**src/rtl/mem_board.sv**
```systemverilog
// Board side of the memory card game: layout, cursor, card reveal strobes,
// verdict handling (match/mismatch with hold), player turns, scores and result.
module mem_board #(
    parameter logic [63:0] LAYOUT      = 64'h7654_3210_0123_4567,
    parameter int unsigned HOLD_CYCLES = 50_000_000
) (
    input  logic        clk_i,
    input  logic        rst,
    input  logic        move_i,
    input  logic        pick_i,
    input  logic        res_valid_i,
    input  logic        res_match_i,
    output logic [3:0]  cursor_o,
    output logic        pick_valid_o,
    output logic [3:0]  pick_idx_o,
    output logic [3:0]  pick_val_o,
    output logic        pick_second_o,
    output logic        avail_o,
    output logic [15:0] face_up_o,
    output logic [15:0] matched_o,
    output logic        player_o,
    output logic [3:0]  score0_o,
    output logic [3:0]  score1_o,
    output logic        busy_o,
    output logic [1:0]  result_o
);

    localparam int unsigned CntW = (HOLD_CYCLES > 1) ? $clog2(HOLD_CYCLES) : 1;

    typedef enum logic [2:0] {StFirst, StSecond, StWaitRes, StShow, StDone} state_e;

    state_e          state_q, state_d;
    logic [3:0]      cursor_q, cursor_d;
    logic [15:0]     face_up_q, face_up_d;
    logic [15:0]     matched_q, matched_d;
    logic            player_q, player_d;
    logic [3:0]      score0_q, score0_d;
    logic [3:0]      score1_q, score1_d;
    logic            pick_valid_q, pick_valid_d;
    logic            pick_second_q, pick_second_d;
    logic [3:0]      pick_idx_q, pick_idx_d;
    logic [3:0]      pick_val_q, pick_val_d;
    logic [CntW-1:0] cnt_q, cnt_d;
    logic [1:0]      result_q, result_d;
    logic [3:0]      first_q, first_d;
    logic [3:0]      second_q, second_d;

    logic        avail;
    logic [3:0]  cur_val;
    logic [15:0] pair_mask;

    assign avail     = !face_up_q[cursor_q] && !matched_q[cursor_q];
    assign cur_val   = LAYOUT[{cursor_q, 2'b00} +: 4];
    assign pair_mask = (16'h0001 << first_q) | (16'h0001 << second_q);

    always_comb begin
        state_d       = state_q;
        cursor_d      = cursor_q;
        face_up_d     = face_up_q;
        matched_d     = matched_q;
        player_d      = player_q;
        score0_d      = score0_q;
        score1_d      = score1_q;
        pick_valid_d  = 1'b0;
        pick_second_d = pick_second_q;
        pick_idx_d    = pick_idx_q;
        pick_val_d    = pick_val_q;
        cnt_d         = cnt_q;
        result_d      = result_q;
        first_d       = first_q;
        second_d      = second_q;

        // The pick below uses the pre-move cursor.
        if (move_i && state_q != StDone) begin
            cursor_d = cursor_q + 4'd1;
        end

        unique case (state_q)
            StFirst, StSecond: begin
                if (pick_i && avail) begin
                    face_up_d[cursor_q] = 1'b1;
                    pick_valid_d        = 1'b1;
                    pick_idx_d          = cursor_q;
                    pick_val_d          = cur_val;
                    if (state_q == StFirst) begin
                        first_d       = cursor_q;
                        pick_second_d = 1'b0;
                        state_d       = StSecond;
                    end else begin
                        second_d      = cursor_q;
                        pick_second_d = 1'b1;
                        state_d       = StWaitRes;
                    end
                end
            end
            StWaitRes: begin
                if (res_valid_i) begin
                    if (res_match_i) begin
                        matched_d = matched_q | pair_mask;
                        face_up_d = face_up_q & ~pair_mask;
                        if (player_q) score1_d = score1_q + 4'd1;
                        else          score0_d = score0_q + 4'd1;
                        if (&matched_d) begin
                            state_d = StDone;
                            if (score0_d > score1_d)      result_d = 2'b01;
                            else if (score1_d > score0_d) result_d = 2'b10;
                            else                          result_d = 2'b11;
                        end else begin
                            state_d = StFirst;
                        end
                    end else begin
                        cnt_d   = CntW'(HOLD_CYCLES - 1);
                        state_d = StShow;
                    end
                end
            end
            StShow: begin
                if (cnt_q == '0) begin
                    face_up_d = face_up_q & ~pair_mask;
                    player_d  = ~player_q;
                    state_d   = StFirst;
                end else begin
                    cnt_d = cnt_q - 1'b1;
                end
            end
            StDone: ;
            default: state_d = StFirst;
        endcase
    end

    always_ff @(posedge clk_i or negedge rst) begin
        if (!rst) begin
            state_q       <= StFirst;
            cursor_q      <= '0;
            face_up_q     <= '0;
            matched_q     <= '0;
            player_q      <= 1'b0;
            score0_q      <= '0;
            score1_q      <= '0;
            pick_valid_q  <= 1'b0;
            pick_second_q <= 1'b0;
            pick_idx_q    <= '0;
            pick_val_q    <= '0;
            cnt_q         <= '0;
            result_q      <= '0;
            first_q       <= '0;
            second_q      <= '0;
        end else begin
            state_q       <= state_d;
            cursor_q      <= cursor_d;
            face_up_q     <= face_up_d;
            matched_q     <= matched_d;
            player_q      <= player_d;
            score0_q      <= score0_d;
            score1_q      <= score1_d;
            pick_valid_q  <= pick_valid_d;
            pick_second_q <= pick_second_d;
            pick_idx_q    <= pick_idx_d;
            pick_val_q    <= pick_val_d;
            cnt_q         <= cnt_d;
            result_q      <= result_d;
            first_q       <= first_d;
            second_q      <= second_d;
        end
    end

    assign cursor_o      = cursor_q;
    assign pick_valid_o  = pick_valid_q;
    assign pick_idx_o    = pick_idx_q;
    assign pick_val_o    = pick_val_q;
    assign pick_second_o = pick_second_q;
    assign avail_o       = avail;
    assign face_up_o     = face_up_q;
    assign matched_o     = matched_q;
    assign player_o      = player_q;
    assign score0_o      = score0_q;
    assign score1_o      = score1_q;
    assign busy_o        = (state_q == StWaitRes) || (state_q == StShow);
    assign result_o      = result_q;

endmodule

```
**config.mk**
```make
export PLATFORM = sky130hd
export DESIGN_NAME = mem_board
export DESIGN_NICKNAME = d
export VERILOG_FILES = /design/src/rtl/mem_board.sv
export SDC_FILE = /design/constraint.sdc
export NUM_CORES = 1
export LEC_CHECK = 0
export CORE_UTILIZATION = 59
export CTS_CLUSTER_DIAMETER = 200
export DETAILED_ROUTE_END_ITERATION = 10
export PLACE_DENSITY = 0.92
export SETUP_SLACK_MARGIN = 0.1
export SLEW_MARGIN = 10
export SYNTH_ARGS = -nofsm -noshare
export SYNTH_HDL_FRONTEND = slang
export SYNTH_SLANG_ARGS = --single-unit
```
**constraint.sdc**
```tcl
create_clock -name clk_i -period 4.85 [get_ports clk_i]
set_input_delay 1.2125 -clock clk_i [delete_from_list [all_inputs] [get_ports clk_i]]
set_output_delay 1.2125 -clock clk_i [all_outputs]
set_load 0.1 [all_outputs]
```
After elaboration in Yosys (flattened, before gate mapping)
Index checks and enable logic that the tools add are counted.
{ "totals": {"wordCells": 102, "register_bits": 94, "out_inout_bits": 59, "inputBits": 6} }
{ "op_classes": {"bitwise": 8, "order_cmp": 4, "n_reduce_logical": 22, "n_shift": 3, "n_eq_ne": 11, "n_mux": 35, "add_sub_neg": 4} }
{ "op_table": {"columns": ["cell", "n"], "rows": [
  ["26-bit 2-to-1 mux", 3],
  ["16-bit 2-to-1 mux", 4],
  ["64-bit by 7-bit variable part select with 4-bit output (first input constant)", 1],
  ["26-bit case mux with 2 select lines", 1],
  ["16-bit bitwise OR", 3],
  ["16-bit case mux with 3 select lines", 1],
  ["4-bit 2-to-1 mux", 8],
  ["1-bit by 4-bit left shift with 16-bit output (first input constant)", 2],
  ["26-bit logical NOT", 1],
  ["26-bit by 1-bit subtractor with 26-bit output (second input constant)", 1],
  ["19-bit AND reduction", 1],
  ["16-bit bitwise AND", 1],
  ["16-bit inverter", 1],
  ["16-bit AND reduction", 1],
  ["3-bit 2-to-1 mux", 5],
  ["4-bit by 1-bit adder with 4-bit output (second input constant)", 3],
  ["2-bit inequality test (second input constant)", 6],
  ["3-bit case mux with 4 select lines", 1],
  ["3-bit AND reduction", 3],
  ["1-bit binary-select mux with 4-bit select", 2],
  ["4-bit > comparator", 2],
  ["4-bit AND reduction", 2],
  ["1-bit 2-to-1 mux", 7],
  ["3-bit by 2-bit == test with 1-bit output (second input constant)", 2],
  ["17 further kinds", 25]
]} }

Logic depth before layout (Yosys ltp)
{ "logic_depth": {"depth_word": 8, "depth_mapped": 9, "mapped_depth_nobuf": 9} }

Least setup slack after synthesis
No wires, ideal clock.
{ "synth_timing": {"kind": "reg-to-output", "startpoint": "register cursor_q[0], in the netlist cursor_o[0]", "endpoint": "output avail_o", "arrival_time_ns": 2.848, "stages_incl_launch_ff": 7, "path_slack_ns": 0.789, "t_required_ns": 3.638, "path_buffers": 1, "cell_sequence": "dfrtp_1 > buf_2 > inv_1 > or4_1 > a32oi_1 > nand3_1 > inv_1"} }
{ "synth_between": {"elab_chain_len": 4, "word_cells_on_any_way": 7, "classes_between": "mux: 4; reduce/logical: 3"} }
{ "synth_rtl": {"columns": ["item", "line_no", "rtl"], "rows": [
  ["start, declared", "33", "logic [3:0] cursor_q, cursor_d;"],
  ["start signal, assigned", "150", "cursor_q <= cursor_d;"],
  ["1-bit binary-select mux with 4-bit select", "52", "assign avail = !face_up_q[cursor_q] && !matched_q[cursor_q];"],
  ["1-bit 2-to-1 mux (implied by the code)", "52", null],
  ["1-bit logical NOT", "52", null],
  ["1-bit logical AND (*)", "52", null],
  ["end, declared", "18", "output logic avail_o,"]
]} }
Every way passes the cells marked *; elsewhere a longest branch is shown, timed or not. The select of a mux whose other input is x is not followed.

Final worst setup path
Ends and elaborated chain as after synthesis.

==> summary.md <==
| Metric | Value |
|---|---|
| Status | complete, no violations |
| Crit end category | primary output |
| Startpoint types | flop |
| Clock skew | 0.0103 ns |
| Part of the cycle the worst path needs | a little over four fifths |
| Root Buffer | clkbuf_8 |
| Leading cell types in the layout, fill and taps excluded | 93 x dfrtp_1, 61 x clkdlybuf4s50_1, 52 x nand2_1 |
| TritonCTS buffer count | 9 |
| Initial core utilization | between 60% and 70% |
| YS warnings | 0 |
| HPWL after DPL | around 8600 µm |
| Largest net degree at the start of global routing | 54 |
| Seq cells post-synth | 93 |
| Post-layout util | 72.8% |
| Hold path depth | 2 |
| Resized Gates After CTS | 0 |
| Fmax | 0.246 GHz |
| Clock sink count | 93 |
| Top cell by count, worst path | inv_1 |
| Vias in the first global route | roughly 3800 |
| Crit path cell chain | inv_1 > or4_1 > a32oi_1 > nand3_1 > inv_1 > buf_4 |
| DR pass1 iterations | 4 |
| Seq/Total Area, Yosys | roughly half |
| Non-Filler Instances | ~620 |
| Worst path bufs/invs | 3 |
| CTS tree | done |
| Final ANT Viol Nets | 0 |
| R2r setup slk | between 1.5 and 2 ns |
| Worst Tran Pin Value | a little over 1 ns |
| PortBufs | 63 |
| # DRC | 0 |
| Reg2Reg Depth | 6 |
| N_diodes | 0 |
| Hold_buf cts | 0 |
| Slowest cell on crit path | dfrtp_1 |
| Overall Global Routing Usage | between 30% and 40% |
| Most common library cell in the layout ignoring fill and taps | dfrtp_1 |
| CP arrival | around 2.9 ns |
| Core area | a little under 0.008 mm² |
| Final max-slew violation count | 0 |
| Post-Synthesis Mean Instance Area | between 10 and 15 µm² |
| Die area | between 0.008 and 0.009 mm² |
| Post-Syn Area | about 0.0047 mm² |
| Fill count | approximately 570 |
| Setup Buffers After CTS | 0 |
| CTS H-tree lvls | 3 |
| Yosys cell types | 58 |
| Initial antenna violation count | 0 |
| Chip Width | 91.7 µm |
| Net Count, Synth | around 480 |
| # Max-Cap Violations | 0 |
| Tmin final | about 4.1 ns |
| Starting DRT DRC Count | approximately 260 |
| Register clock-pin slew on the reported worst setup and hold paths | roughly 0.090 ns |
| Area Growth Syn to Fin | 19.1% |
| Post-synthesis cell count | 456 |
| Fraction of layout cells with a size suffix above 1 | between 10% and 20% |
| Worst rel slew slack | 32.2% |
| Routed vias | 3911 |
| Post-synth EDFFs | 0 |
| Clock Path Buffers | 2 |
| Post-DR vias/cell | roughly 6.3 |
| CP max FO | 21 |
| Final Hold Viols | 0 |
| Top FF cell, synth | dfrtp_1 |
| Critical Path Stages | 6 |
| Post-DR wirelength/cell | about 19 µm |
| Clock Latency Late Sink | 0.37 ns |
| Nets | between 500 and 600 |
| Final setup viols | 0 |
| Num rows | 32 |
| Critical path type | flop to primary output |
| Required @ worst endpoint | 3.64 ns |
| Final WL | ~12000 µm |
| Min-delay worst type | flop to flop |
| Global route overflow | 0 |
| Gpl congestion | slightly below 1 |
| First-pass GRT wire length | 19500 µm |
| Crit path largest cell delay | ~0.77 ns |
| IO Count | 65 |
| CP top delay family | flip-flops |
| Share of flip-flops with an asynchronous set or reset | 100% |
| Die height | 91.7 µm |
| Placed cell count | 608 |
| RSZ-0062 raised after global routing | false |
| TNS Setup | 0 ns |
[flip-flops by register name, indices dropped and copies added (netlist names), 3 cells and up]
signal,count
score1_o,4
second_q,4
pick_idx_o,4
cursor_o,4
cnt_q,26
score0_o,4
first_q,4
face_up_o,16
state_q,3
pick_val_o,3
matched_o,16
[logic make-up after synthesis]
logic type / after synthesis / share of synthesized area, %
XOR/XNOR: 37 / 6.82
multiplexers: 19 / 4.48
AND/OR/NAND/NOR: 169 / 18.9
adder cells (fa/ha/maj): 15 / 3.95
buffers and inverters: 25 / 2.19
AO/OA/AOI/OAI: 97 / 14.5
other: 1 / 0.0790
flip-flops: 93 / 49.0
[routing by layer]
metal | up-vias | global-route usage, % | share of wire, %
li1 | 1761 | - | -
met1 | 1951 | 39.8 | 42
met2 | 161 | 48.8 | 48
met3 | 38 | 4.06 | 6.1
met4 | 0 | 14.7 | 3.6
met5 | - | 0 | 0
[final cells by class]
class / instances / area (µm²) / share of cell area (%)
Clock buffer: 10 / 138 / 2.43
Clock inverter: 6 / 68.8 / 1.22
Inverter: 10 / 37.5 / 0.664
Multi-Input combinational cell: 338 / 2320 / 41.0
Sequential cell: 93 / 2330 / 41.1
Tap cell: 102 / 128 / 2.26
Timing Repair Buffer: 65 / 641 / 11.3
[tightest hold or removal path: stages (launching register included)]
cell     delay [ns]
dfrtp_1        0.35
nand2_1        0.05
o21ai_0        0.06
[Yosys cell counts, types with 3 or more instances]
cell / number / area [µm²]
ha_1: 15 / 188
clkbuf_1: 9 / 33.8
nor3_1: 10 / 50.1
mux2_2: 18 / 203
nand4_1: 4 / 25.0
nor2b_1: 4 / 25.0
a2111oi_0: 3 / 26.3
nand2b_1: 8 / 50.1
xor2_1: 15 / 131
nand3b_1: 3 / 22.5
nand2_1: 52 / 195
nor2_1: 33 / 124
or2_2: 6 / 37.5
a31oi_1: 3 / 18.8
xnor2_1: 22 / 193
nand3_1: 8 / 40.0
o22ai_1: 23 / 144
or3_1: 7 / 43.8
buf_2: 5 / 25.0
a21oi_1: 5 / 25.0
a211oi_1: 3 / 22.5
or4_1: 5 / 37.5
inv_1: 9 / 33.8
a22o_1: 16 / 140
and3_1: 5 / 31.3
nor4_1: 5 / 31.3
dfrtp_1: 93 / 2330
and2_1: 5 / 31.3
a21o_1: 19 / 143
o21ai_0: 12 / 60.1
[metrics by stage]
stage                     hold WS (ns)  area, µm²  worst slack (ns)
final                            0.494       5660             0.783
after global placement           0.475       5450              1.25
after CTS                        0.496       5660             0.807
after detailed placement         0.475       5450              1.16
after global routing             0.527       5660             0.650
after floorplan                  0.459       4750             0.789
[path summary, 6_finish.rpt]
check,start,end
max,cursor_o[0],avail_o
min,pick_val_o[2],pick_val_o[2]
max reg2reg,cursor_o[0],first_q[0]
min reg2reg,pick_val_o[2],pick_val_o[2]
max in group asynchronous,rst,pick_idx_o[0]
min in group asynchronous,rst,score0_o[3]
Power is left out: the tool's default activity adds up to more than one toggle a clock period on the data nets, which glitch-free logic cannot reach.
